**config.mk**
```make
export PLATFORM = sky130hd
export DESIGN_NAME = fetch_stage
export DESIGN_NICKNAME = d
export VERILOG_FILES = /design/src/rtl/cpu_pkg.sv /design/src/rtl/fetch_skid_buffer.sv /design/src/rtl/fetch_stage.sv
export SDC_FILE = /design/constraint.sdc
export NUM_CORES = 1
export LEC_CHECK = 0
export ABC_CLOCK_PERIOD_IN_PS = 3150
export BUFFER_PORTS_ARGS = -buffer_cell sky130_fd_sc_hd__buf_4
export CAP_MARGIN = 10
export CORE_MARGIN = 2
export CORE_UTILIZATION = 25
export CTS_CLUSTER_DIAMETER = 40
export DETAILED_ROUTE_END_ITERATION = 6
export PLACE_DENSITY = 0.53
export SETUP_SLACK_MARGIN = 0.4
export SLEW_MARGIN = 30
export SYNTH_ARGS = -nofsm -noshare
export SYNTH_HDL_FRONTEND = slang
export SYNTH_SLANG_ARGS = --single-unit
export TNS_END_PERCENT = 10
```
**constraint.sdc**
```tcl
create_clock -name clk -period 3.15 [get_ports clk]
set_input_delay 0.4725 -clock clk [delete_from_list [all_inputs] [get_ports clk]]
set_output_delay 0.4725 -clock clk [all_outputs]
set_load 0.01 [all_outputs]
```
**src/rtl/cpu_pkg.sv**
```systemverilog
// Shared constants and types for the 16-bit 5-stage CPU.
package cpu_pkg;

  localparam int unsigned PC_W   = 16;
  localparam int unsigned INST_W = 16;

  localparam logic [15:0] NOP_INST = 16'h0000;

  // Opcode field (inst[15:12])
  localparam logic [3:0] OP_ADD     = 4'h0;
  localparam logic [3:0] OP_SUB     = 4'h1;
  localparam logic [3:0] OP_AND     = 4'h2;
  localparam logic [3:0] OP_OR      = 4'h3;
  localparam logic [3:0] OP_XOR     = 4'h4;
  localparam logic [3:0] OP_NOT     = 4'h5;
  localparam logic [3:0] OP_SHL     = 4'h6;
  localparam logic [3:0] OP_SHR     = 4'h7;
  localparam logic [3:0] OP_LOAD    = 4'h8;
  localparam logic [3:0] OP_STORE   = 4'h9;
  localparam logic [3:0] OP_BR      = 4'hA;
  localparam logic [3:0] OP_BRZ     = 4'hB;
  localparam logic [3:0] OP_BRN     = 4'hC;
  localparam logic [3:0] OP_BRSUB   = 4'hD;
  localparam logic [3:0] OP_RETURN  = 4'hE;
  localparam logic [3:0] OP_LOADIMM = 4'hF;

  // Fetch sequencer states
  typedef enum logic [1:0] {
    FETCH   = 2'd0,
    HOLD    = 2'd1,
    DISCARD = 2'd2
  } fetch_state_t;

endpackage

```
**src/rtl/fetch_skid_buffer.sv**
```systemverilog
// One-entry {inst, pc} holding register for a word fetched while decode is stalled.
module fetch_skid_buffer #(
  parameter int unsigned INST_W = 16,
  parameter int unsigned PC_W   = 16
) (
  input  logic              clk,
  input  logic              rst,
  input  logic              load,
  input  logic              unload,
  input  logic              clear,
  input  logic [INST_W-1:0] wr_inst,
  input  logic [PC_W-1:0]   wr_pc,
  output logic [INST_W-1:0] rd_inst,
  output logic [PC_W-1:0]   rd_pc,
  output logic              full
);

  // Clear has priority over load, load over unload.
  always_ff @(posedge clk) begin
    if (rst || clear) begin
      full    <= 1'b0;
      rd_inst <= '0;
      rd_pc   <= '0;
    end else if (load) begin
      full    <= 1'b1;
      rd_inst <= wr_inst;
      rd_pc   <= wr_pc;
    end else if (unload) begin
      full    <= 1'b0;
    end
  end

endmodule

```
**src/rtl/fetch_stage.sv**
```systemverilog
// Instruction fetch stage: PC, imem req/ack sequencer and IF/ID pipeline register.
module fetch_stage #(
  parameter int unsigned     PC_W     = 16,
  parameter int unsigned     INST_W   = 16,
  parameter logic [PC_W-1:0] RESET_PC = '0
) (
  input  logic              clk,
  input  logic              rst,
  output logic              imem_req,
  output logic [PC_W-1:0]   imem_addr,
  input  logic              imem_ack,
  input  logic [INST_W-1:0] imem_rdata,
  input  logic              stall,
  input  logic              redirect,
  input  logic [PC_W-1:0]   redirect_pc,
  output logic [INST_W-1:0] if_inst,
  output logic [PC_W-1:0]   if_pc,
  output logic [PC_W-1:0]   if_pc_plus1,
  output logic              if_valid
);

  import cpu_pkg::*;

  fetch_state_t      state;
  logic [PC_W-1:0]   pc;
  logic [PC_W-1:0]   pc_inc;
  logic              fetch_done;
  logic              skid_load;
  logic              skid_unload;
  logic              skid_clear;
  logic [INST_W-1:0] skid_inst;
  logic [PC_W-1:0]   skid_pc;
  logic [PC_W-1:0]   skid_pc_inc;
  logic              skid_full;

  // Skid buffer control and PC increments (modulo 2^PC_W).
  always_comb begin
    pc_inc      = pc + PC_W'(1);
    skid_pc_inc = skid_pc + PC_W'(1);
    fetch_done  = imem_req && imem_ack;
    skid_load   = !redirect && (state == FETCH) && stall && fetch_done;
    skid_unload = !redirect && (state == HOLD) && !stall;
    skid_clear  = redirect;
  end

  fetch_skid_buffer #(
    .INST_W (INST_W),
    .PC_W   (PC_W)
  ) u_skid (
    .clk     (clk),
    .rst     (rst),
    .load    (skid_load),
    .unload  (skid_unload),
    .clear   (skid_clear),
    .wr_inst (imem_rdata),
    .wr_pc   (pc),
    .rd_inst (skid_inst),
    .rd_pc   (skid_pc),
    .full    (skid_full)
  );

  // Fetch sequencer, PC, registered imem request and IF/ID register.
  // imem_addr is its own register so it can stay on the old address in DISCARD
  // while pc already holds the redirect target.
  always_ff @(posedge clk) begin
    if (rst) begin
      state       <= FETCH;
      pc          <= RESET_PC;
      imem_req    <= 1'b0;
      imem_addr   <= RESET_PC;
      if_inst     <= INST_W'(NOP_INST);
      if_pc       <= '0;
      if_pc_plus1 <= PC_W'(1);
      if_valid    <= 1'b0;
    end else if (redirect) begin
      pc       <= redirect_pc;
      if_inst  <= INST_W'(NOP_INST);
      if_valid <= 1'b0;
      if (imem_req && !imem_ack) begin
        state <= DISCARD;
      end else begin
        state     <= FETCH;
        imem_req  <= 1'b1;
        imem_addr <= redirect_pc;
      end
    end else begin
      case (state)
        FETCH: begin
          if (fetch_done) begin
            pc <= pc_inc;
            if (stall) begin
              state    <= HOLD;
              imem_req <= 1'b0;
            end else begin
              if_inst     <= imem_rdata;
              if_pc       <= pc;
              if_pc_plus1 <= pc_inc;
              if_valid    <= 1'b1;
              imem_req    <= 1'b1;
              imem_addr   <= pc_inc;
            end
          end else begin
            imem_req  <= 1'b1;
            imem_addr <= pc;
            if (!stall) begin
              if_inst  <= INST_W'(NOP_INST);
              if_valid <= 1'b0;
            end
          end
        end
        HOLD: begin
          if (!stall) begin
            if_inst     <= skid_inst;
            if_pc       <= skid_pc;
            if_pc_plus1 <= skid_pc_inc;
            if_valid    <= skid_full;
            state       <= FETCH;
            imem_req    <= 1'b1;
            imem_addr   <= pc;
          end
        end
        DISCARD: begin
          if (!stall) begin
            if_inst  <= INST_W'(NOP_INST);
            if_valid <= 1'b0;
          end
          if (imem_ack) begin
            state     <= FETCH;
            imem_addr <= pc;
          end
        end
        default: state <= FETCH;
      endcase
    end
  end

endmodule
```
==> results.txt <==
ANT nets after route -> 0
CTS root buf -> clkbuf_16
syn_area_per_cell -> 7.976 um2
Post-Syn Nets -> 783
Synth async-reset ratio -> 0%
Leakage -> 2.738 nW
adder-cell area share of the yosys netlist -> 1.272%
setup TNS -> 0 ps
die area -> 0.02485 mm2
routed len/inst -> 15.67 um
Hold Fails Final Rpt -> 0
max-slew violations -> 0
Post-Synth Simple-Gate Area -> 21.60%
synth unique cells -> 58
commonest non-fill, non-tap cell in the layout -> nand2_1
min-delay src -> imem_rdata[12]
Final Cycle Share -> 77.28%
complex-gate fraction of the synthesized area -> 20.80%
Rel. slew slack -> 51.68%
Cell Pwr Density -> 523.3 mW/mm2
Placed Cells -> 1109
Remaining DRCs -> 0
Die Span X -> 157.6 um
Req. time, crit path -> 3480 ps
Fill cells -> 2490
Inserted Diodes -> 0
crit-path max FO -> 10
main combinational cell family by area after synthesis -> simple AND/OR/NAND/NOR gates
Max Freq -> 410.8 MHz
fin cells -> 1141
detailed placement HPWL -> 12640 um
Final setup viols -> 0
first drt pass iteration count -> 4
via count -> 5388
worst min path class -> in -> reg
CTS Buf Count -> 17
#FFs+latches synth -> 117
Worst-Margin Slew -> 720.0 ps
gr ovfl total -> 0
Detailed Route Iter0 Violations -> 364
sequential share of the synthesized area -> 39.69%
clock tree buffer depth -> 2
area grow syn2layout -> 26.82%
max_cap viols -> 0
unrepaired setup endpoints after global routing -> no
Sequential Area -> 0.002342 mm2
H-Tree Depth -> 4
cts repair resizes -> 0
Period minus WS final -> 2434 ps
CP startpoint -> state[1]
CP Capture Type -> register
outcome -> complete, no violations
Worst-path clk slew -> 60 ps
Register-to-Register Path Depth -> 7
placed instance area -> 0.006917 mm2
cell taking the most area after synthesis -> dfxtp_1
vias in the first global route -> 5161
cell count after synthesis -> 740
top cell type's share of synthesized area -> 39.69%
Primary FF master, synth -> dfxtp_1
Peak VDD IR -> 0.0002833 V
Clock Skew -> 14.25 ps
first-pass GRT wire length -> 27980 um
Initial Utilization -> 25.29%
Setup Fix Bufs, Post-CTS -> 0
chip height -> 157.6 um
Vias/cell -> 4.722
Synth Warn # -> 0
Finished Cell Area -> 0.007485 mm2
Num Clock Sinks -> 117
footprint of the multi-input gates -> 0.003228 mm2
cts hold-fix bufs -> 0
# IOs -> 103
number of synthesized flops with an enable pin -> 0
clock insertion delay at the later pin of the skew report -> 430 ps
r2r startpoint -> state[1]
startpoint class of the critical path -> register
critical path arrival -> 2760 ps
core area -> 0.02333 mm2
critical path type -> reg -> reg
Hold Crit Depth -> 3
# rows -> 56
largest net degree at the start of global routing -> 51
initial antenna violation count -> 0
Mapped Area -> 0.005902 mm2
mux contribution to synthesized area -> 3.583%
fin nets -> 852
layout cells sized above 1 -> 19.83%
most frequent cells in the layout -> nand2_1 (137), buf_4 (119), dfxtp_1 (117)
synth top area cells -> dfxtp_1 (40%), nand2_1 (8.7%), a21oi_1 (5.7%), xnor2_1 (4.6%), nor2_1 (3.8%)
gpl congestion -> 0.7956
GRT Total Usage -> 14.51%
Routed Wire Length -> 17880 um
Port Buffers -> 102
Synth Area in XOR/XNOR -> 7.272%
CTS tree -> done
-- logic make-up (layout without fill, tap and decap cells) --
family / Yosys count / count (layout)
muxes: 21 / 21
adders and majority gates: 6 / 6
AOI/OAI and AO/OA: 183 / 183
DFF: 117 / 117
and+or+nand+nor: 285 / 285
xor gates and xnor gates: 49 / 49
buffers and inverters: 79 / 161
-- through the flow --
step	setup slack, ps	hold slack [ps]	util, %	power, mW
after floorplan	1067	431.9	-	1.889
after global placement	667.9	439.2	29.64	2.069
after detailed placement	647.0	442.9	29.64	2.070
after CTS	712.8	289.2	32.08	3.964
after global routing	473.8	299.8	32.08	4.070
final	715.8	302.0	32.08	3.917
-- registers in the layout, summed over array words and instances (netlist names) --
signal / flops
if_inst: 16
if_pc: 16
if_pc_plus1: 16
if_valid: 1
imem_addr: 16
imem_req: 1
pc: 16
state: 2
u_skid.full: 1
u_skid.rd_inst: 16
u_skid.rd_pc: 16
-- critical path, stage by stage, from the launching register on --
cell and delay, ps:
dfxtp_1 330, inv_1 90, ha_1 340, nand3_1 440
or3_1 590, nor3_1 240, xnor2_1 100, a211oi_1 220
-- power breakdown --
group	internal, mW	switching [mW]	total (mW)
Sequential	1.54	0.0682	1.60
Combinational	0.191	0.239	0.431
Clock	1.16	0.726	1.88
-- cells in the mapped netlist (8+ instances only) --
master / number
o211ai_1: 10
dfxtp_1: 117
a211o_1: 8
xor2_1: 18
buf_2: 12
nor2_1: 59
a22oi_1: 11
inv_1: 8
mux2i_1: 20
o21ai_0: 17
nor4_1: 11
clkbuf_1: 49
nor3_1: 18
nand2_1: 137
nand3_1: 22
a21oi_1: 67
xnor2_1: 31
a22o_1: 11
and3_1: 9
a211oi_1: 23
-- cell type report --
type	count	area share, %
clock buffers	19	5.784
flip-flops and latches	117	31.29
clock inverters	13	1.805
well taps	319	5.333
repair buffers	120	12.20
inverters	9	0.4514
multi-input cells	544	43.13
-- layer usage --
layer	GRT usage (%)	part of all wire, %	vias up	wire, um
li1	-	-	2729	-
met1	17.95	45	2547	8071
met2	24.18	49	106	8692
met3	4.681	5.9	6	1053
met4	4.026	0.35	0	63
met5	0	0	-	0
-- path summary, 6_finish.rpt --
| kind | to | slack (ps) |
|---|---|---|
| min reg2reg | u_skid.rd_inst[1] | 450 |
| min | u_skid.rd_inst[12] | 300 |
| max | pc[13] | 720 |
| max reg2reg | pc[13] | 720 |
Power figures use the tool's default switching activity.
